===== src/rtl/fir_stream_ctrl.sv =====
// fir_stream_ctrl: FIFO-buffered WR sequencer for the shared FIR core; result valid FIR_LAT+3 cycles after accept.
// iREADY drops on FIFO full or flush; oDATA holds until iOUT_READY. Zero-write flush built only with FIR_CTRL_FLUSH_EN.
module fir_stream_ctrl #(
   parameter int FIFO_DEPTH = 4,
   parameter int FIR_LAT    = 1,
   parameter int TAPS       = 8
) (
   input  logic        CLK,
   input  logic        RESET,
   input  logic        iVALID,
   output logic        iREADY,
   input  logic [15:0] iSAMPLE,
   input  logic        iFLUSH,
   output logic        oWR,
   output logic [15:0] oFIR_DATA,
   input  logic [38:0] iFIR_DATA,
   output logic        oVALID,
   input  logic        iOUT_READY,
   output logic [38:0] oDATA,
   output logic        oBUSY
);
   localparam int AW   = $clog2(FIFO_DEPTH);
   localparam int CMAX = (TAPS > FIR_LAT) ? TAPS : FIR_LAT;
   localparam int CW   = $clog2(CMAX + 1);

   typedef enum logic [2:0] {
      ST_IDLE, ST_WRITE, ST_WAIT, ST_HOLD, ST_FLUSH, ST_FLUSH_WAIT
   } state_t;

   state_t        r_state;
   logic [CW-1:0] r_cnt;
   logic [15:0]   r_mem [FIFO_DEPTH];
   logic [AW-1:0] r_rd_ptr;
   logic [AW-1:0] r_wr_ptr;
   logic [AW:0]   r_count;
   logic          r_alive;
   logic          r_wr;
   logic [15:0]   r_fir_data;
   logic          r_valid;
   logic [38:0]   r_data;

   logic          w_full;
   logic          w_empty;
   logic          w_push;
   logic          w_pop;
   logic          w_clr;
   logic          w_leave;
   logic          w_flush_blk;

   assign w_full  = (r_count == (AW+1)'(FIFO_DEPTH));
   assign w_empty = (r_count == '0);
   assign w_leave = (r_state == ST_IDLE) || ((r_state == ST_HOLD) && iOUT_READY);

`ifdef FIR_CTRL_FLUSH_EN
   logic          r_busy;
   logic          r_flush_pend;

   assign w_flush_blk = r_flush_pend || r_busy;
   assign w_clr       = w_leave && r_flush_pend;
   assign oBUSY       = r_busy;
`else
   logic          w_unused_flush;

   assign w_unused_flush = iFLUSH;
   assign w_flush_blk    = 1'b0;
   assign w_clr          = 1'b0;
   assign oBUSY          = 1'b0;
`endif

   // Full is taken from the registered count, so a pop cannot make room for a push in the same cycle.
   assign iREADY    = r_alive && !w_full && !w_flush_blk;
   assign w_push    = iVALID && iREADY;
   assign w_pop     = w_leave && !w_empty && !w_clr;
   assign oWR       = r_wr;
   assign oFIR_DATA = r_fir_data;
   assign oVALID    = r_valid;
   assign oDATA     = r_data;

   always_ff @(posedge CLK or negedge RESET) begin
      if (!RESET) begin
         r_rd_ptr <= '0;
         r_wr_ptr <= '0;
         r_count  <= '0;
      end else if (w_clr) begin
         r_rd_ptr <= '0;
         r_wr_ptr <= '0;
         r_count  <= '0;
      end else begin
         if (w_push)
            r_wr_ptr <= r_wr_ptr + AW'(1);
         if (w_pop)
            r_rd_ptr <= r_rd_ptr + AW'(1);
         if (w_push && !w_pop)
            r_count <= r_count + (AW+1)'(1);
         else if (w_pop && !w_push)
            r_count <= r_count - (AW+1)'(1);
      end
   end

   always_ff @(posedge CLK) begin
      if (w_push)
         r_mem[r_wr_ptr] <= iSAMPLE;
   end

   always_ff @(posedge CLK or negedge RESET) begin
      if (!RESET) begin
         r_state    <= ST_IDLE;
         r_cnt      <= '0;
         r_alive    <= 1'b0;
         r_wr       <= 1'b0;
         r_fir_data <= '0;
         r_valid    <= 1'b0;
         r_data     <= '0;
`ifdef FIR_CTRL_FLUSH_EN
         r_busy       <= 1'b0;
         r_flush_pend <= 1'b0;
`endif
      end else begin
         r_alive <= 1'b1;
`ifdef FIR_CTRL_FLUSH_EN
         if (w_clr)
            r_flush_pend <= 1'b0;
         else if (iFLUSH && !r_busy)
            r_flush_pend <= 1'b1;
`endif
         case (r_state)
            ST_IDLE, ST_HOLD: begin
               if (w_leave) begin
                  r_valid <= 1'b0;
                  r_state <= ST_IDLE;
`ifdef FIR_CTRL_FLUSH_EN
                  // A pending flush wins over queued data; the FIFO is cleared on this same edge.
                  if (r_flush_pend) begin
                     r_state <= ST_FLUSH;
                     r_cnt   <= CW'(TAPS - 1);
                     r_wr    <= 1'b1;
                     r_busy  <= 1'b1;
                  end else
`endif
                  if (!w_empty) begin
                     r_state    <= ST_WRITE;
                     r_wr       <= 1'b1;
                     r_fir_data <= r_mem[r_rd_ptr];
                  end
               end
            end
            ST_WRITE: begin
               r_wr       <= 1'b0;
               r_fir_data <= '0;
               r_cnt      <= CW'(FIR_LAT - 1);
               r_state    <= ST_WAIT;
            end
            ST_WAIT: begin
               if (r_cnt == '0) begin
                  r_data  <= iFIR_DATA;
                  r_valid <= 1'b1;
                  r_state <= ST_HOLD;
               end else begin
                  r_cnt <= r_cnt - CW'(1);
               end
            end
`ifdef FIR_CTRL_FLUSH_EN
            ST_FLUSH: begin
               if (r_cnt == '0) begin
                  r_wr    <= 1'b0;
                  r_cnt   <= CW'(FIR_LAT - 1);
                  r_state <= ST_FLUSH_WAIT;
               end else begin
                  r_cnt <= r_cnt - CW'(1);
               end
            end
            ST_FLUSH_WAIT: begin
               if (r_cnt == '0) begin
                  r_busy  <= 1'b0;
                  r_state <= ST_IDLE;
               end else begin
                  r_cnt <= r_cnt - CW'(1);
               end
            end
`endif
            default: r_state <= ST_IDLE;
         endcase
      end
   end
endmodule


===== config.mk =====
export PLATFORM = sky130hd
export DESIGN_NAME = fir_stream_ctrl
export DESIGN_NICKNAME = d
export VERILOG_FILES = /design/src/rtl/fir_stream_ctrl.sv
export SDC_FILE = /design/constraint.sdc
export NUM_CORES = 1
export LEC_CHECK = 0
export BUFFER_PORTS_ARGS = -buffer_cell sky130_fd_sc_hd__buf_2
export CAP_MARGIN = 20
export CORE_MARGIN = 3
export CORE_UTILIZATION = 35
export DETAILED_ROUTE_END_ITERATION = 10
export PLACE_DENSITY = 0.53
export SLEW_MARGIN = 10
export SYNTH_ARGS = -nofsm -noshare
export SYNTH_HDL_FRONTEND = slang
export SYNTH_SLANG_ARGS = --single-unit

===== constraint.sdc =====
create_clock -name CLK -period 4.7 [get_ports CLK]
set_input_delay 0.94 -clock CLK [delete_from_list [all_inputs] [get_ports CLK]]
set_output_delay 0.94 -clock CLK [all_outputs]
set_load 0.03 [all_outputs]

Yosys cells after proc, flatten, opt, wreduce, memory -nomap -nowiden
Memory sizes are Yosys's and may differ from the RTL's.
Index checks and enable logic that the tools add are counted.

word-level totals
  flip-flop bits (word level) = 72
  RAM bits = 64
  bits of input ports = 60
  output and inout port bits = 59
  word-level logic and storage cells = 67
  memories kept = 1

memory list
  memory  words  bits a word  read ports  clocked after Yosys merged registers in  wr ports  RTL line  source
  r_mem   4      16           1           0                                        1         32        logic [15:0] r_mem [FIFO_DEPTH];

cells by class
  $add $sub $neg = 5
  eq/ne operators = 8
  muxes and demuxes = 19
  reductions and logical operators = 24

operators with widths
  cell                 count
  $mux 16              2
  $pmux 16 s2          1
  $mux 3               4
  $pmux 3 s3           1
  $ne 2x2->1 const B   4
  $pmux 4 s2           1
  $reduce_bool 2->1    4
  $mux 1               7
  $eq 3x2->1 const B   2
  $logic_and 1x1->1    6
  $logic_not 3->1      2
  $reduce_and 2->1     3
  $reduce_and 3->1     2
  $add 2x1->2 const B  2
  $logic_not 1->1      4
  $logic_not 4->1      1
  $mux 4               1
  $pmux 1 s2           2
  $sub 4x1->4 const B  1
  $add 3x1->3 const B  1
  $eq 3x1->1 const B   1
  $eq 3x3->1 const B   1
  $sub 3x1->3 const B  1
  $reduce_or 2->1      1
  $logic_or 1x1->1     1

Logic depth before layout (Yosys ltp)
Gate-level depths: netlist of run 1.

  word-level depth = 8
  mapped depth = 12
  mapped depth without buffers = 11

Worst setup path before layout of run 1
OpenSTA, ideal clock, no wires.

  kind = input-to-reg
  start point = in iOUT_READY
  end point = reg r_count[1]
  library setup time = 0.125 ns
  data arrival time = 2.456 ns
  required time = 4.575 ns
  slack = 2.119 ns
  stages on the path = 8
  path buffers = 1
  cells stage by stage = a21oi_1 > a21oi_2 > clkbuf_2 > inv_1 > ha_1 > inv_1 > fa_1 > mux2_2

on the way
  longest elaborated chain between the ends = 6

ends and longest elaborated chain
  element                                             RTL line  source
  from (decl)                                         18        input logic iOUT_READY,
  $logic_and 1x1->1 (*)                               52        assign w_leave = (r_state == ST_IDLE) || ((r_state == ST_HOLD) && iOUT_READY);
  $logic_or 1x1->1 (*)                                52
  $logic_and 1x1->1 (*)                               73        assign w_pop = w_leave && !w_empty && !w_clr;
  $logic_not 1->1                                     93        if (w_push && !w_pop)
  $logic_and 1x1->1                                   93
  $mux 3 / $reduce_bool 2->1 (equally long branches)  -
  to (signal assigned)                                94        r_count <= r_count + (AW+1)'(1);
  to (signal assigned)                                96        r_count <= r_count - (AW+1)'(1);
  to (decl)                                           35        logic [AW:0] r_count;

Every way passes the cells marked *; elsewhere a longest branch is shown, timed or not.
A chain may end at the register's enable or synchronous reset.

Worst setup path after layout of run 1
  start point = reg r_state[0]
  end point = reg r_count[1]

on the way
  longest elaborated chain between the ends = 7

ends and longest elaborated chain
  element                                             RTL line  source
  from (decl)                                         30        state_t r_state;
  from (signal assigned)                              107       r_state <= ST_IDLE;
  from (signal assigned)                              130       r_state <= ST_IDLE;
  from (signal assigned)                              141       r_state <= ST_WRITE;
  $eq 3x2->1                                          52
  $logic_and 1x1->1                                   52
  $logic_or 1x1->1 (*)                                52
  $logic_and 1x1->1 (*)                               73
  $logic_not 1->1                                     93
  $logic_and 1x1->1                                   93
  $mux 3 / $reduce_bool 2->1 (equally long branches)  -

Marks and branches as above.

==> impl_metrics.env, run 1 <==
export IMPL_io_buffers=116
export IMPL_worstSkewPairLatency_ns=0.41
export IMPL_gp_congestion=0.7170
export IMPL_drive_above_1_share=0.4100
export IMPL_ys_flop_type="dfrtp_1"
export IMPL_p_leak_uw=0.002853
export IMPL_worstSetupEndpointType="register"
export IMPL_wirelength_mm=11.03
export IMPL_syn_nets=417
export IMPL_ff2ff_path_depth=9
export IMPL_ctsResizeCount=0
export IMPL_synth_async_reset_ratio=0.5259
export IMPL_tns_ns=0
export IMPL_ys_ff_latch=135
export IMPL_viasPerCell=4.771
export IMPL_period_minus_slack_ns=2.704
export IMPL_critPathArrivalTime_ns=3.00
export IMPL_die_area_um2=17430
export IMPL_cp_data_required_time_ns=4.99
export IMPL_critPathKind="reg -> reg"
export IMPL_first_pass_iters=4
export IMPL_clk_pin_slew_ns=0.06
export IMPL_synth_area_um2=5558
export IMPL_hold_viol_final=0
export IMPL_drtIter0Drc=152
export IMPL_grt_pass1_wl_mm=18.02
export IMPL_htreeDepth=4
export IMPL_tightest_slew_ns=1.025
export IMPL_antenna_found_initial=0
export IMPL_fin_ws_ns=1.996
export IMPL_seq_area_frac_synth=0.6655
export IMPL_rsz0062_at_grt="no"
export IMPL_hpwl_mm=7.284
export IMPL_antennaDiodeCount=0
export IMPL_max_freq_mhz=369.9
export IMPL_vias=3287
export IMPL_gr_total_overflow=0
export IMPL_grt_pass1_vias=3323
export IMPL_grt_start_max_net_pins=45
export IMPL_postPlaceCellArea_um2=6287
export IMPL_fp_row_count=45
export IMPL_cts_inserted_buffers=17
export IMPL_cap_violations=0
export IMPL_ios=119
export IMPL_place_ws_ns=1.585
export IMPL_syn_inst=346
export IMPL_stdcell_area_um2=6852
export IMPL_cts_hold_buf=0
export IMPL_hold_path_class="in -> async"
export IMPL_fp_dieW_um=132.0
export IMPL_period_share=0.5752
export IMPL_final_common_cell="buf_2"
export IMPL_fin_skew_ns=0.007954
export IMPL_syn2layout_area_growth_pct=23.28
export IMPL_synth_warnings=0
export IMPL_drc=0
export IMPL_cts_sinks=135
export IMPL_start_util=0.3616
export IMPL_final_net_count=537
export IMPL_mostFrequentLayoutCells="buf_2, dfrtp_1, edfxtp_1"
export IMPL_die_h_um=132.0
export IMPL_path_max_fanout=18
export IMPL_worst_setup_path_start_kind="register"
export IMPL_status="finished clean"
export IMPL_fill_cells=1397
export IMPL_power_density_nw_per_um2=718.7
export IMPL_wl_per_cell_um=16.01
export IMPL_final_util=0.4457
export IMPL_whs_ns=0.4580
export IMPL_ant_nets=0
export IMPL_cts_tree="built"
export IMPL_peakVddDrop_uv=341.7
export IMPL_maxSlewHeadroom=0.3163
export IMPL_post_cts_setup_buffer_count=0
export IMPL_cts_root_buf="clkbuf_16"
export IMPL_synth_edff_count=64
export IMPL_clock_path_buffers=2
export IMPL_slew_violations=0
export IMPL_grt_use_total=0.1324
export IMPL_setup_viol=0
export IMPL_core_um2=15370
export IMPL_synth_cell_types=42
export IMPL_synth_avg_cell_area_um2=16.06
[registers in the layout, indices dropped and copies added, names as in the netlist]
register	count
r_mem	64
oDATA	39
oFIR_DATA	16
r_cnt	4
r_count	3
r_rd_ptr	2
r_state	2
r_wr_ptr	2
oVALID	1
oWR	1
r_alive	1
[stage by stage]
step	cells	total power, uW
floorplan	346	3279
global placement	654	3728
detailed placement	655	3788
CTS	686	4982
global route	689	5240
finish	689	4924
[where the power goes]
group	internal, uW	leakage (uW)	switching [uW]
Combinational	754	0.00116	1190
Clock	714	0.000252	461
Sequential	1590	0.00144	215
Total	3060	0.00285	1870
[final cells by class]
cell class / instances / area (um^2) / share of cell area
multi-input cells: 165 / 1632 / 0.2381
repair buffers: 121 / 638.1 / 0.09313
clock inverters: 11 / 85.08 / 0.01242
well taps: 211 / 264.0 / 0.03853
clock buffers: 20 / 436.7 / 0.06373
inverters: 26 / 97.59 / 0.01424
flip-flops and latches: 135 / 3699 / 0.5398
[metal layers]
layer  global-route usage  wire, um  vias up
met5                    0         0        -
met4              0.04726       116        0
met3              0.04389       704       11
met2               0.2161      5248      111
met1               0.1654      4959     1631
li1                     -         -     1534
[critical path: stages (launching register included)]
cell     delay [ns]
dfrtp_1        0.40
inv_1          0.11
ha_1           0.18
a21oi_1        0.09
a21oi_2        0.63
inv_1          0.17
ha_1           0.26
inv_1          0.08
fa_1           0.40
mux2_2         0.27
[cell usage after synthesis, types with 2 or more instances]
master,count,share of area
o2bb2ai_1,2,0.0032
mux2_1,3,0.0061
nand2b_1,2,0.0023
o311ai_0,8,0.013
inv_1,26,0.018
a21oi_1,2,0.0018
clkbuf_1,5,0.0034
nand4_1,16,0.018
edfxtp_1,64,0.35
buf_2,6,0.0054
buf_4,6,0.0081
ha_1,10,0.023
nor2_1,3,0.0020
mux2i_1,3,0.0054
xnor2_1,5,0.0079
conb_1,2,0.0014
and2_1,4,0.0045
dfrtp_1,71,0.32
mux4_1,8,0.038
nand2_1,22,0.015
mux2_2,39,0.079
nand3_1,4,0.0036
mux4_2,8,0.032
o311ai_1,9,0.014
[path summary, 6_finish.rpt]
kind	from	endpoint	slack (ns)
min	RESET	oDATA[30]	0.46
max in group asynchronous	RESET	oDATA[1]	3.33
max	r_state[0]	r_count[1]	2.00
min reg2reg	oDATA[37]	oDATA[37]	0.48
max reg2reg	r_state[0]	r_count[1]	2.00
min in group CLK	oDATA[37]	oDATA[37]	0.48
[kinds of logic after synthesis]
family,count (synthesis),synth area share
other,2,0.001351
XOR/XNOR,6,0.009455
adder cells (fa/ha/maj),11,0.02611
buffers and inverters,46,0.04097
multiplexers,61,0.1607
AO/OA/AOI/OAI,28,0.04210
flip-flops,135,0.6655
AND/OR/NAND/NOR,57,0.05381
Note: power is estimated with default switching activity, not from simulation.
==> run 2, diff against run 1 <==
ABC_AREA = 1   (was not set)
PLACE_DENSITY = 0.55   (was 0.53)
clock period = 2.4 ns   (was 4.7 ns; I/O delays follow)
==> run 2 against run 1 <==
  * Critical path depth up 3
  * Sequential share of layout area down 0.77 points
  * Worst setup slack worse by 1.7 ns
  * Wire length up 9.9%
  * Cell count up 30%
  * Highest routed layer unchanged
  * Global-route usage up 1.1 points
  * Total power up 98%
  * Critical path type unchanged
==> impl_metrics.env, run 2 <==
export IMPL_start_util=0.3639
export IMPL_setup_viol=0
export IMPL_whs_ns=0.08889
export IMPL_syn_inst=548
export IMPL_core_um2=15480
export IMPL_period_share=0.8681
export IMPL_gp_congestion=0.7761
export IMPL_seq_area_frac_synth=0.6565
export IMPL_first_pass_iters=4
export IMPL_ctsResizeCount=0
export IMPL_largest_register_ffs=64
export IMPL_fill_cells=1453
export IMPL_r2r_setup_slack_ns=0.32
export IMPL_r2r_start="r_state[0]"
export IMPL_maxSlewHeadroom=0.5435
export IMPL_vias=3985
export IMPL_power_share_clock=0.251
export IMPL_drc=0
export IMPL_final_net_count=742
export IMPL_synth_cell_types=32
export IMPL_comb_power_share=0.401
export IMPL_synth_async_reset_ratio=0.5259
export IMPL_final_common_cell="nand2_1"
export IMPL_rsz0062_at_grt="no"
export IMPL_period_minus_slack_ns=2.083
export IMPL_p_int_uw=5755
export IMPL_synth_area_um2=5634
export IMPL_cts_tree="built"
export IMPL_synth_warnings=0
export IMPL_synth_edff_count=64
export IMPL_io_buffers=116
export IMPL_synth_common_cells="nand2_1, dfrtp_1, edfxtp_1"
export IMPL_grt_pass1_wl_mm=20.02
export IMPL_fin_skew_ns=0.01548
export IMPL_grt_pass1_vias=4001
export IMPL_wirelength_mm=12.12
export IMPL_regMostFlops="r_mem"
export IMPL_mostFrequentLayoutCells="nand2_1, buf_2, dfrtp_1"
export IMPL_die_h_um=132.9
export IMPL_cp_data_required_time_ns=2.74
export IMPL_antennaDiodeCount=0
export IMPL_cts_root_buf="clkbuf_16"
export IMPL_crit_path_start="r_state[0]"
export IMPL_power_density_nw_per_um2=1404
export IMPL_clk_pin_slew_ns=0.06
export IMPL_multi_input_area_um2=1633
export IMPL_slew_violations=0
export IMPL_ys_flop_type="dfrtp_1"
export IMPL_syn2layout_area_growth_pct=23.36
export IMPL_gr_total_overflow=0
export IMPL_wl_per_cell_um=13.54
export IMPL_worstSetupEndpointType="register"
export IMPL_ios=119
export IMPL_post_cts_setup_buffer_count=0
export IMPL_path_max_fanout=4
export IMPL_p_sw_frac=0.4100
export IMPL_critPathArrivalTime_ns=2.42
export IMPL_rr_endpoint="r_count[2]"
export IMPL_cts_hold_buf=0
export IMPL_worstSkewPairLatency_ns=0.42
export IMPL_worst_setup_path_start_kind="register"
export IMPL_max_freq_mhz=480.0
export IMPL_synth_avg_cell_area_um2=10.28
export IMPL_antenna_found_initial=0
export IMPL_p_leak_uw=0.003465
export IMPL_cap_violations=0
export IMPL_critPathKind="reg -> reg"
export IMPL_die_area_um2=17660
export IMPL_hold_viol_final=0
export IMPL_critPathCapture="r_count[2]"
export IMPL_yosysMostFrequentCell="nand2_1"
export IMPL_grt_start_max_net_pins=72
export IMPL_synth_top_cells_by_area="edfxtp_1, dfrtp_1, nand2_1"
export IMPL_ff2ff_path_depth=12
export IMPL_htreeDepth=4
export IMPL_ff_latch_area_um2=3699
export IMPL_grt_use_total=0.1438
export IMPL_cts_inserted_buffers=17
export IMPL_cts_sinks=135
export IMPL_clock_path_buffers=2
export IMPL_synth_largest_area_cell="edfxtp_1"
export IMPL_hold_path_class="in -> async"
export IMPL_peakVddDrop_uv=627.7
export IMPL_status="finished clean"
export IMPL_tightest_slew_ns=0.6837
export IMPL_hpwl_mm=7.768
export IMPL_ant_nets=0
export IMPL_tns_ns=0
export IMPL_fp_dieW_um=132.9
export IMPL_drtIter0Drc=185
export IMPL_ys_ff_latch=135
export IMPL_seqPwrFrac=0.348
export IMPL_drive_above_1_share=0.2442
export IMPL_viasPerCell=4.453
export IMPL_yosysTopAreaCellShare=0.3411
export IMPL_syn_nets=619
export IMPL_netSwitchingPower_uw=4000
export IMPL_fp_row_count=45
run 2: final cells by class:
class	count	share of cell area
sequential	135	0.5321
timing repair buffer	125	0.09505
tap	211	0.03798
clock buffer	22	0.06535
inverter	36	0.01944
multi-input combinational	356	0.2349
clock inverter	10	0.01512
run 2: stage by stage:
step	util	worst slack [ns]	instances	instance area, um^2	power, uW
global route	0.4489	0.1293	895	6950	10490
detailed placement	0.4128	0.2997	863	6391	7407
floorplan	-	0.5125	548	5634	6403
finish	0.4489	0.3166	895	6950	9755
CTS	0.4489	0.3020	895	6950	9902
global placement	0.4128	0.3732	863	6391	7291
run 2: power by group through the flow:
stage	sequential [uW]	clock, uW	combinational, uW
2_1_floorplan	4190	0	2210
3_3_place_gp	3420	0	3870
3_5_place_dp	3430	0	3980
4_1_cts	3400	2520	3990
5_1_grt	3470	2630	4390
6_report	3390	2450	3910
run 2: critical path: stages (launching register included):
cell and delay (ns):
dfrtp_1 0.40, inv_1 0.08, ha_1 0.19, inv_1 0.07, nand2_1 0.13, nand2_1 0.15
ha_1 0.15, inv_1 0.07, fa_1 0.39, nand2_1 0.08, nand2_1 0.05, nor2_1 0.11
xor2_1 0.14
run 2: worst min-delay path by stage:
stage               startpoint         to  slack (ns)  depth (start not counted)
floorplan                RESET   oDATA[0]        0.18                          0
global placement      oDATA[5]   oDATA[5]        0.46                          2
detailed placement   oDATA[26]  oDATA[26]        0.46                          2
CTS                      RESET   oDATA[0]         0.1                          2
global route             RESET   oDATA[0]        0.11                          2
finish                   RESET   oDATA[0]        0.09                          2
run 2: logic make-up (layout without fill, tap and decap cells):
| logic type | after synthesis | count (layout) | share of synthesized area |
|---|---|---|---|
| xor gates and xnor gates | 5 | 5 | 0.007772 |
| adders and majority gates | 11 | 11 | 0.02576 |
| other | 2 | 2 | 0.001333 |
| and+or+nand+nor | 310 | 310 | 0.2212 |
| AOI/OAI and AO/OA | 28 | 28 | 0.03375 |
| DFF | 135 | 135 | 0.6564 |
| buffers and inverters | 57 | 193 | 0.05374 |
run 2: per-layer routing:
metal	GRT usage	routed length, um	vias up
met5	0	0	-
met4	0.04792	120	0
met3	0.05285	794	10
met2	0.2325	5778	123
met1	0.1789	5426	1862
li1	-	-	1990
